<file path="config.mk">
export PLATFORM = sky130hd
export DESIGN_NAME = serial_transmitter
export DESIGN_NICKNAME = d
export VERILOG_FILES = /design/src/rtl/pong_serial_pkg.sv /design/src/rtl/serial_tx_fifo.sv /design/src/rtl/serial_transmitter.sv
export SDC_FILE = /design/constraint.sdc
export NUM_CORES = 1
export LEC_CHECK = 0
export BUFFER_PORTS_ARGS = -buffer_cell sky130_fd_sc_hd__buf_4
export CAP_MARGIN = 25
export CORE_AREA = 2 2 97 99
export DETAILED_ROUTE_END_ITERATION = 10
export DIE_AREA = 0 0 99 101
export MAX_ROUTING_LAYER = met4
export PLACE_DENSITY = 0.44
export SETUP_SLACK_MARGIN = 0.5
export SYNTH_ARGS = -nofsm -noshare
export SYNTH_HDL_FRONTEND = slang
export SYNTH_HIERARCHICAL = 1
export SYNTH_SLANG_ARGS = --single-unit
</file>
<file path="constraint.sdc">
create_clock -name bounderClock -period 3.6 [get_ports bounderClock]
set_input_delay 0.9 -clock bounderClock [delete_from_list [all_inputs] [get_ports bounderClock]]
set_output_delay 0.9 -clock bounderClock [all_outputs]
set_load 0.03 [all_outputs]
</file>
<file path="src/rtl/pong_serial_pkg.sv">
// pong_serial_pkg: shared serial-link encodings, line levels and frame-length helper.
package pong_serial_pkg;
    localparam logic [2:0] TX_IDLE   = 3'd0;
    localparam logic [2:0] TX_START  = 3'd1;
    localparam logic [2:0] TX_DATA   = 3'd2;
    localparam logic [2:0] TX_PARITY = 3'd3;
    localparam logic [2:0] TX_STOP   = 3'd4;

    typedef enum logic [2:0] {
        ST_IDLE   = TX_IDLE,
        ST_START  = TX_START,
        ST_DATA   = TX_DATA,
        ST_PARITY = TX_PARITY,
        ST_STOP   = TX_STOP
    } tx_state_t;

    localparam logic LINE_IDLE = 1'b1;
    localparam logic START_BIT = 1'b0;
    localparam logic STOP_BIT  = 1'b1;

    function automatic int frame_len(input int data_bits, input int stop_bits, input bit parity);
        return 1 + data_bits + int'(parity) + stop_bits;
    endfunction
endpackage

</file>
<file path="src/rtl/serial_tx_fifo.sv">
// serial_tx_fifo: synchronous FIFO with push/pop, registered full/empty flags and occupancy count.
module serial_tx_fifo #(
    parameter int W = 8,
    parameter int DEPTH = 4,
    localparam int AW = $clog2(DEPTH),
    localparam int CW = AW + 1
) (
    input  logic          clk,
    input  logic          rst,
    input  logic          push,
    input  logic          pop,
    input  logic [W-1:0]  din,
    output logic [W-1:0]  dout,
    output logic          full,
    output logic          empty,
    output logic [CW-1:0] count
);
    logic [W-1:0] mem [DEPTH];
    logic [AW-1:0] wr_ptr;
    logic [AW-1:0] rd_ptr;
    logic wen;
    logic ren;
    logic [CW-1:0] count_next;

    assign wen = push && !full;
    assign ren = pop && !empty;
    assign count_next = count + CW'(wen) - CW'(ren);
    assign dout = mem[rd_ptr];

    always_ff @(posedge clk)
        if (wen) mem[wr_ptr] <= din;

    // pointers wrap naturally since DEPTH is a power of two
    always_ff @(posedge clk or posedge rst) begin
        if (rst) begin
            wr_ptr <= '0;
            rd_ptr <= '0;
            count  <= '0;
            full   <= 1'b0;
            empty  <= 1'b1;
        end else begin
            wr_ptr <= wr_ptr + AW'(wen);
            rd_ptr <= rd_ptr + AW'(ren);
            count  <= count_next;
            full   <= count_next == CW'(DEPTH);
            empty  <= count_next == '0;
        end
    end
endmodule

</file>
<file path="src/rtl/serial_transmitter.sv">
// serial_transmitter: FIFO-buffered UART-style transmitter, LSB first, one bit per clock.
// Define SERIAL_TX_PARITY_EN to insert an even-parity bit between data and stop bits.
module serial_transmitter
    import pong_serial_pkg::*;
#(
    parameter int DATA_BITS  = 8,
    parameter int FIFO_DEPTH = 4,
    parameter int STOP_BITS  = 1
) (
    input  logic                 bounderClock,
    input  logic                 reset,
    input  logic [DATA_BITS-1:0] datain,
    input  logic                 IN_LOAD,
    output logic                 txbit,
    output logic                 OUT_STATUS_BUSY,
    output logic                 OUT_STATUS_FULL,
    output logic                 OUT_STATUS_OVERRUN
);
    localparam int CW = $clog2(FIFO_DEPTH) + 1;
    localparam int BW = $clog2(DATA_BITS + STOP_BITS + 1);

    tx_state_t state;
    logic [DATA_BITS-1:0] sh;
    logic [DATA_BITS-1:0] fifo_dout;
    logic [BW-1:0] bit_cnt;
    logic [CW-1:0] count;
    logic [CW-1:0] count_next;
    logic push;
    logic pop;
    logic full;
    logic empty;
    logic stop_last;
    logic idle_next;
`ifdef SERIAL_TX_PARITY_EN
    logic par;
`endif

    assign push = IN_LOAD && !full;
    assign stop_last = state == ST_STOP && bit_cnt == BW'(STOP_BITS - 1);
    assign pop = !empty && (state == ST_IDLE || stop_last);
    assign idle_next = empty && (state == ST_IDLE || stop_last);
    assign count_next = count + CW'(push) - CW'(pop);
    assign OUT_STATUS_FULL = full;

    serial_tx_fifo #(.W(DATA_BITS), .DEPTH(FIFO_DEPTH)) u_fifo (
        .clk   (bounderClock),
        .rst   (reset),
        .push  (push),
        .pop   (pop),
        .din   (datain),
        .dout  (fifo_dout),
        .full  (full),
        .empty (empty),
        .count (count)
    );

    always_ff @(posedge bounderClock or posedge reset) begin
        if (reset) begin
            state              <= ST_IDLE;
            txbit              <= LINE_IDLE;
            sh                 <= '0;
            bit_cnt            <= '0;
            OUT_STATUS_BUSY    <= 1'b0;
            OUT_STATUS_OVERRUN <= 1'b0;
`ifdef SERIAL_TX_PARITY_EN
            par                <= 1'b0;
`endif
        end else begin
            OUT_STATUS_OVERRUN <= OUT_STATUS_OVERRUN || (IN_LOAD && full);
            OUT_STATUS_BUSY    <= !(idle_next && count_next == '0);
            case (state)
                // the last stop cycle chains straight into the next start bit
                ST_IDLE, ST_STOP: begin
                    if (pop) begin
                        sh      <= fifo_dout;
                        txbit   <= START_BIT;
                        bit_cnt <= '0;
                        state   <= ST_START;
`ifdef SERIAL_TX_PARITY_EN
                        par     <= ^fifo_dout;
`endif
                    end else if (state == ST_STOP && !stop_last) begin
                        bit_cnt <= bit_cnt + BW'(1);
                    end else begin
                        txbit <= LINE_IDLE;
                        state <= ST_IDLE;
                    end
                end
                ST_START: begin
                    txbit   <= sh[0];
                    bit_cnt <= '0;
                    state   <= ST_DATA;
                end
                ST_DATA: begin
                    if (bit_cnt == BW'(DATA_BITS - 1)) begin
                        bit_cnt <= '0;
`ifdef SERIAL_TX_PARITY_EN
                        txbit   <= par;
                        state   <= ST_PARITY;
`else
                        txbit   <= STOP_BIT;
                        state   <= ST_STOP;
`endif
                    end else begin
                        sh      <= sh >> 1;
                        txbit   <= sh[1];
                        bit_cnt <= bit_cnt + BW'(1);
                    end
                end
`ifdef SERIAL_TX_PARITY_EN
                ST_PARITY: begin
                    txbit   <= STOP_BIT;
                    bit_cnt <= '0;
                    state   <= ST_STOP;
                end
`endif
                default: begin
                    txbit <= LINE_IDLE;
                    state <= ST_IDLE;
                end
            endcase
        end
    end
endmodule
</file>
# Word level (Yosys, flattened, before mapping)
# Memories as Yosys holds them, arrays and structs flattened.
# Index checks and enable logic that the tools add are counted.
[classes] shift=0 div_mod_pow=0 order_cmp=0 n_mux=17 eq_ne=10 reduce_logical=25 n_addsub=7 bitwise=0 n_mul=0
[ops] op="8-bit two-way mux" count=2
[ops] op="8-bit case mux with 2 select lines" count=1
[ops] op="4-bit two-way mux" count=3
[ops] op="4-bit case mux with 3 select lines" count=1
[ops] op="1-bit logical AND" count=9
[ops] op="3-bit logical NOT" count=3
[ops] op="3-bit two-way mux" count=3
[ops] op="3-bit case mux with 3 select lines" count=1
[ops] op="3-bit by 1-bit adder with 3-bit output" count=2
[ops] op="3-bit == test, second input constant" count=2
[ops] op="2-bit != test, second input constant" count=3
[ops] op="3-bit != test, second input constant" count=2
[ops] op="3-bit by 1-bit subtractor with 3-bit output" count=2
[ops] op="1-bit two-way mux" count=5
[ops] op="2-bit by 1-bit adder with 2-bit output" count=2
[ops] op="4-bit by 1-bit adder with 4-bit output, second input constant" count=1
[ops] op="4-bit by 3-bit == test with 1-bit output, second input constant" count=1
[ops] op="1-bit logical NOT" count=4
[ops] op="4-bit logical NOT" count=1
[ops] op="2-bit AND reduction" count=2
[ops] op="3-bit by 1-bit == test with 1-bit output, second input constant" count=1
[ops] op="3-bit by 2-bit == test with 1-bit output, second input constant" count=1
[ops] op="1-bit case mux with 3 select lines" count=1
[ops] op="3-bit AND reduction" count=1
[ops] op="other kinds (4)" count=5
[word_totals] rom_bits=0 latchBits=0 ramBits=32 mem_count=1 input_bits=11 out_inout_bits=4 ff_bits=27
[mem_list] name="u_fifo.mem" depth=4 word_bits=8 read_ports=1 rd_ports_with_merged_regs=0 wr=1 line="serial_tx_fifo.sv:18" text="logic [W-1:0] mem [DEPTH];"

# Logic depth before layout (Yosys ltp)
[logic_depth] ltp_word=8 depth_mapped=11 depth_no_buf=11

# Cells and area by module
# The synthesis kept the hierarchy.
[modules_own_cells] module="serial_tx_fifo" seq_area_each_um2=1187.4 instances=1 cells_per_inst=73 area_per_inst_um2=1576.5
[modules_own_cells] module="serial_transmitter" seq_area_each_um2=451.7 instances=1 cells_per_inst=95 area_per_inst_um2=1052.3

# Worst setup path after synthesis
# No wires, ideal clock.
[synth_path] kind="reg2reg" from="register bit_cnt[0]" to="register u_fifo.full" n_path_buf=0 arrival_time_ns=2.986 setup_time_ns=0.119 required_time_ns=3.481 stages_incl_launch_ff=12 period_less_slack_ns=3.105 path_slack_ns=0.495 cell_sequence="dfrtp_1 > inv_1 > ha_1 > or3b_4 > a2111oi_4 > nand2b_1 > xnor2_1 > ha_1 > inv_1 > fa_1 > xor3_1 > nor3b_2"
[synth_via] elab_chain_len=7
[synth_lines] element="start, declared" line="serial_transmitter.sv:25" text="logic [BW-1:0] bit_cnt;"
[synth_lines] element="start signal, assigned" line="serial_transmitter.sv:83" text="bit_cnt <= bit_cnt + BW'(1);"
[synth_lines] element="start signal, assigned" line="serial_transmitter.sv:107" text="bit_cnt <= bit_cnt + BW'(1);"
[synth_lines] element="4-bit logical NOT" line="serial_transmitter.sv:39" text="assign stop_last = state == ST_STOP && bit_cnt == BW'(STOP_BITS - 1);"
[synth_lines] element="1-bit logical AND" line="serial_transmitter.sv:39"
[synth_lines] element="1-bit logical OR" line="serial_transmitter.sv:40" text="assign pop = !empty && (state == ST_IDLE || stop_last);"
[synth_lines] element="1-bit logical AND" line="serial_transmitter.sv:40"
[synth_lines] element="named net pop" line="serial_transmitter.sv:29" text="logic pop;"
[synth_lines] element="1-bit logical AND" line="serial_tx_fifo.sv:26" text="assign ren = pop && !empty;"
[synth_lines] element="3-bit by 1-bit subtractor with 3-bit output" line="serial_tx_fifo.sv:27" text="assign count_next = count + CW'(wen) - CW'(ren);"
[synth_lines] element="named net u_fifo.count_next[2]" line="serial_tx_fifo.sv:23" text="logic [CW-1:0] count_next;"
[synth_lines] element="3-bit == test" line="serial_tx_fifo.sv:45" text="full <= count_next == CW'(DEPTH);"
[synth_lines] element="end signal, assigned" line="serial_tx_fifo.sv:45"
[synth_lines] element="end, declared" line="serial_tx_fifo.sv:14" text="output logic full,"
# The timed path passes the listed nets, and every way through them passes these cells.
# A chain may end at the register's enable or synchronous reset.

# Worst setup path in the final report
[layout_path] from="register bit_cnt[0]" to="register OUT_STATUS_BUSY"
[layout_via] elab_chain_len=8 word_cells_on_any_way=9
[layout_lines] element="4-bit logical NOT" line="serial_transmitter.sv:39"
[layout_lines] element="1-bit logical AND" line="serial_transmitter.sv:39"
[layout_lines] element="1-bit logical OR" line="serial_transmitter.sv:40"
[layout_lines] element="1-bit logical AND" line="serial_transmitter.sv:40"
[layout_lines] element="named net pop" line="serial_transmitter.sv:29"
[layout_lines] element="3-bit by 1-bit subtractor with 3-bit output" line="serial_transmitter.sv:42" text="assign count_next = count + CW'(push) - CW'(pop);"
[layout_lines] element="3-bit logical NOT" line="serial_transmitter.sv:70" text="OUT_STATUS_BUSY <= !(idle_next && count_next == '0);"
[layout_lines] element="1-bit logical AND" line="serial_transmitter.sv:70"
[layout_lines] element="1-bit logical NOT" line="serial_transmitter.sv:70"
[layout_lines] element="end signal, assigned" line="serial_transmitter.sv:70"
[layout_lines] element="end, declared" line="serial_transmitter.sv:15" text="output logic OUT_STATUS_BUSY,"
# The timed path passes the listed nets, and every way through them passes these cells.

==> impl_metrics.sql <==
INSERT INTO impl_metrics (metric_group, metric, value, unit) VALUES
('run_status', 'run_status', 'finished clean', ''),
('floorplanning', 'floorplan.rows', '35', ''),
('cells_and_area', 'num-nets-final', '208', ''),
('power_and_ir_drop', 'power.share.combinational', '0.371', ''),
('cts', 'clk_root_buffer_cell', 'sky130_fd_sc_hd__clkbuf_8', ''),
('synth', 'yosys-top-cells-count', 'sky130_fd_sc_hd__edfxtp_1 (32), sky130_fd_sc_hd__dfrtp_1 (25), sky130_fd_sc_hd__mux2_2 (13), sky130_fd_sc_hd__inv_1 (11), sky130_fd_sc_hd__mux4_2 (8)', ''),
('power_and_ir_drop', 'total_leakage_power', '1.18', 'nW'),
('cells_and_area', 'post_layout_nonfiller_instances', '306', ''),
('critical_path', 'cp_cell_sequence', 'inv_1 > ha_1 > or3b_4 > a2111oi_4 > buf_4 > xnor2_1 > ha_1 > fa_1 > xnor2_1 > xnor2_1 > nand3_1', ''),
('synth', 'netlist.area_leader.share', '0.366', ''),
('place', 'placedCellCount', '289', ''),
('power_and_ir_drop', 'power_switching_share', '0.339', ''),
('cts', 'tritoncts', 'built', ''),
('critical_path', 'crit_slowest_cell', 'sky130_fd_sc_hd__or3b_4', ''),
('synth', 'netlist_instances', '168', ''),
('detailed_routing', 'detail_route.first_pass.iterations', '4', ''),
('synth', 'synth-edff-count', '32', ''),
('place', 'placement.io_buffers', '14', ''),
('synth', 'yosysTopAreaCell', 'sky130_fd_sc_hd__edfxtp_1', ''),
('grt', 'grt_pass1_vias', '1605', ''),
('critical_path', 'cp_slowest_stage_delay', '420', 'ps'),
('place', 'gp_congestion', '0.740', ''),
('critical_path', 'timing.critical_path.from', 'bit_cnt[0]$_DFFE_PP0P_', ''),
('cts', 'clock_latency', '340', 'ps'),
('floorplanning', 'fp.coreArea', '8980', 'µm²'),
('power_and_ir_drop', 'sequentialPowerShare', '0.406', ''),
('grt', 'grt_first_pass_wirelength', '8160', 'µm'),
('timing', 'hold_viol_final', '0', ''),
('cells_and_area', 'filler_cell_count', '853', ''),
('power_and_ir_drop', 'ir_worst_vdd', '0.325', 'mV'),
('synth', 'synthDistinctLibCells', '45', ''),
('synth', 'synthArstFlopShare', '0.458', ''),
('detailed_routing', 'drcViolationCount', '0', ''),
('power_and_ir_drop', 'clock_power_share', '0.223', ''),
('detailed_routing', 'routed_via_density', '4.64', ''),
('synth', 'synth.yosys.warnings', '6', ''),
('floorplanning', 'num_io_pins', '15', ''),
('detailed_routing', 'wl', '4630', 'µm'),
('synth', 'synth.area.top_cells', 'sky130_fd_sc_hd__edfxtp_1 (37%), sky130_fd_sc_hd__dfrtp_1 (24%), sky130_fd_sc_hd__mux4_2 (6.9%)', ''),
('detailed_routing', 'drt-wirelength-per-cell', '15.1', 'µm'),
('floorplanning', 'die_width', '99', 'µm'),
('grt', 'grt_antenna_before_repair', '0', ''),
('critical_path', 'worstSetupEndpointType', 'flop', ''),
('min_path', 'worstHoldStart', 'OUT_STATUS_OVERRUN$_DFF_PP0_', ''),
('cts', 'cts-htree-levels', '3', ''),
('place', 'place_hpwl', '3190', 'µm'),
('detailed_routing', 'vias', '1419', ''),
('cts', 'clock-sinks', '59', ''),
('run', 'maxCapViolations', '0', ''),
('timing', 'timing.final.crit_share', '0.788', ''),
('synth', 'dominantRegCellSynth', 'sky130_fd_sc_hd__edfxtp_1', ''),
('critical_path', 'worst_setup_path_start_kind', 'flop', ''),
('cells_and_area', 'area.growth.synth_to_final', '16.6', '%'),
('critical_path', 'critical_path.most_common_cell', 'sky130_fd_sc_hd__xnor2_1', ''),
('timing', 'finalSetupViolations', '0', ''),
('synth', 'synth_sequential_area_ratio', '0.624', ''),
('critical_path', 'critPathKind', 'flop to flop', ''),
('cells_and_area', 'fraction_of_final_layout_cells_sized_beyond_drive_strength_1', '0.323', ''),
('min_path', 'hold_path_class', 'flop to flop', ''),
('synth', 'syn_area', '2630', 'µm²'),
('timing', 'setup_total_negative_slack', '0', 'ps'),
('cts', 'tritoncts.num_buffers', '9', ''),
('cells_and_area', 'insertedDiodeCount', '0', ''),
('floorplanning', 'fp.dieArea', '10000', 'µm²'),
('timing', 'slew_viol_final', '0', ''),
('power_and_ir_drop', 'switchingPower', '0.000924', 'W'),
('floorplanning', 'start_util', '0.293', ''),
('cts', 'holdBufCountCts', '0', ''),
('synth', 'syn_avg_cell_area', '15.6', 'µm²'),
('cells_and_area', 'register_area', '1640', 'µm²'),
('critical_path', 'critPathRequiredTime', '3790', 'ps');
worst reg2reg max path: cells and delay by family, from the launching register on:
| kind | cells | cell delay (ps) |
|---|---|---|
| flip-flops | 1 | 400 |
| adder cells (fa/ha/maj) | 3 | 710 |
| AO/OA/AOI/OAI | 1 | 320 |
| AND/OR/NAND/NOR | 2 | 520 |
| buffers and inverters | 2 | 320 |
| XOR/XNOR | 3 | 420 |
final cells by class:
type                    count  area share
clock inverters             7      0.0253
clock buffers               9      0.0404
flip-flops and latches     59       0.535
multi-input cells          91       0.297
inverters                  11      0.0135
well taps                 111      0.0453
repair buffers             18      0.0441
flip-flops by register name, indices dropped and copies added (netlist names):
signal / flops
OUT_STATUS_BUSY: 1
OUT_STATUS_OVERRUN: 1
bit_cnt: 4
sh: 8
state: 3
txbit: 1
u_fifo/count: 3
u_fifo/empty: 1
u_fifo/full: 1
u_fifo/mem: 32
u_fifo/rd_ptr: 2
u_fifo/wr_ptr: 2
path summary, 6_finish.rpt:
kind | cells past startpoint | slack [ps] | end
worst max-delay path | 11 | 760 | OUT_STATUS_BUSY$_DFF_PP0_
worst min-delay path | 1 | 480 | OUT_STATUS_OVERRUN$_DFF_PP0_
worst max register to register | 11 | 760 | OUT_STATUS_BUSY$_DFF_PP0_
worst min register to register | 1 | 480 | OUT_STATUS_OVERRUN$_DFF_PP0_
max in group asynchronous | 2 | 2440 | sh[5]$_DFFE_PP0P_
min in group asynchronous | 2 | 520 | u_fifo/rd_ptr[1]$_DFF_PP0_
placed cells by master (no fill, tap or decap), drive strengths merged, types with 5 or more instances in the layout:
cell type | synthesis | layout
ha | 5 | 5
inv | 11 | 12
dfrtp | 25 | 25
nand2 | 5 | 5
buf | 4 | 18
clkbuf | 3 | 9
a21oi | 5 | 5
mux4 | 8 | 8
mux2 | 13 | 13
xnor2 | 6 | 6
edfxtp | 32 | 32
nor2 | 7 | 7
per-layer routing:
layer / global-route usage / share of wire
met1: 0.132 / 0.45
met2: 0.174 / 0.50
met3: 0.0381 / 0.037
met4: 0.0474 / 0.014
met5: - / 0
metrics by stage:
step	hold WS, ps	setup slack, ps	cell area (µm²)	power (W)	util
floorplan	444	548	2630	0.00191	-
global route	502	567	3070	0.00295	0.341
detailed placement	466	660	2860	0.00214	0.318
CTS	484	639	3060	0.00277	0.341
finish	482	763	3070	0.00273	0.341
global placement	447	695	2860	0.00210	0.318
kinds of logic after synthesis:
family | after synthesis | synth area share
AOI/OAI and AO/OA | 18 | 0.0628
xor gates and xnor gates | 8 | 0.0324
adders and majority gates | 7 | 0.0390
buffers and inverters | 18 | 0.0305
DFF | 59 | 0.624
muxes | 23 | 0.132
and+or+nand+nor | 35 | 0.0800
power groups by stage:
| stage | Clock (W) | Sequential, W | Combinational [W] |
|---|---|---|---|
| final | 0.000609 | 0.00111 | 0.00101 |
| after global routing | 0.000669 | 0.00114 | 0.00113 |
| after CTS | 0.000631 | 0.00111 | 0.00102 |
| after detailed placement | 0 | 0.00113 | 0.00102 |
| after global placement | 0 | 0.00111 | 0.000986 |
| after floorplan | 0 | 0.00103 | 0.000875 |
timing repair:
| item | in CTS | in global routing |
|---|---|---|
| setup endpoints to repair | 0 | 2 |
| hold endpoints to repair | 0 | 0 |
| setup buffers | 0 | 1 |
(Power assumes the default switching activity.)
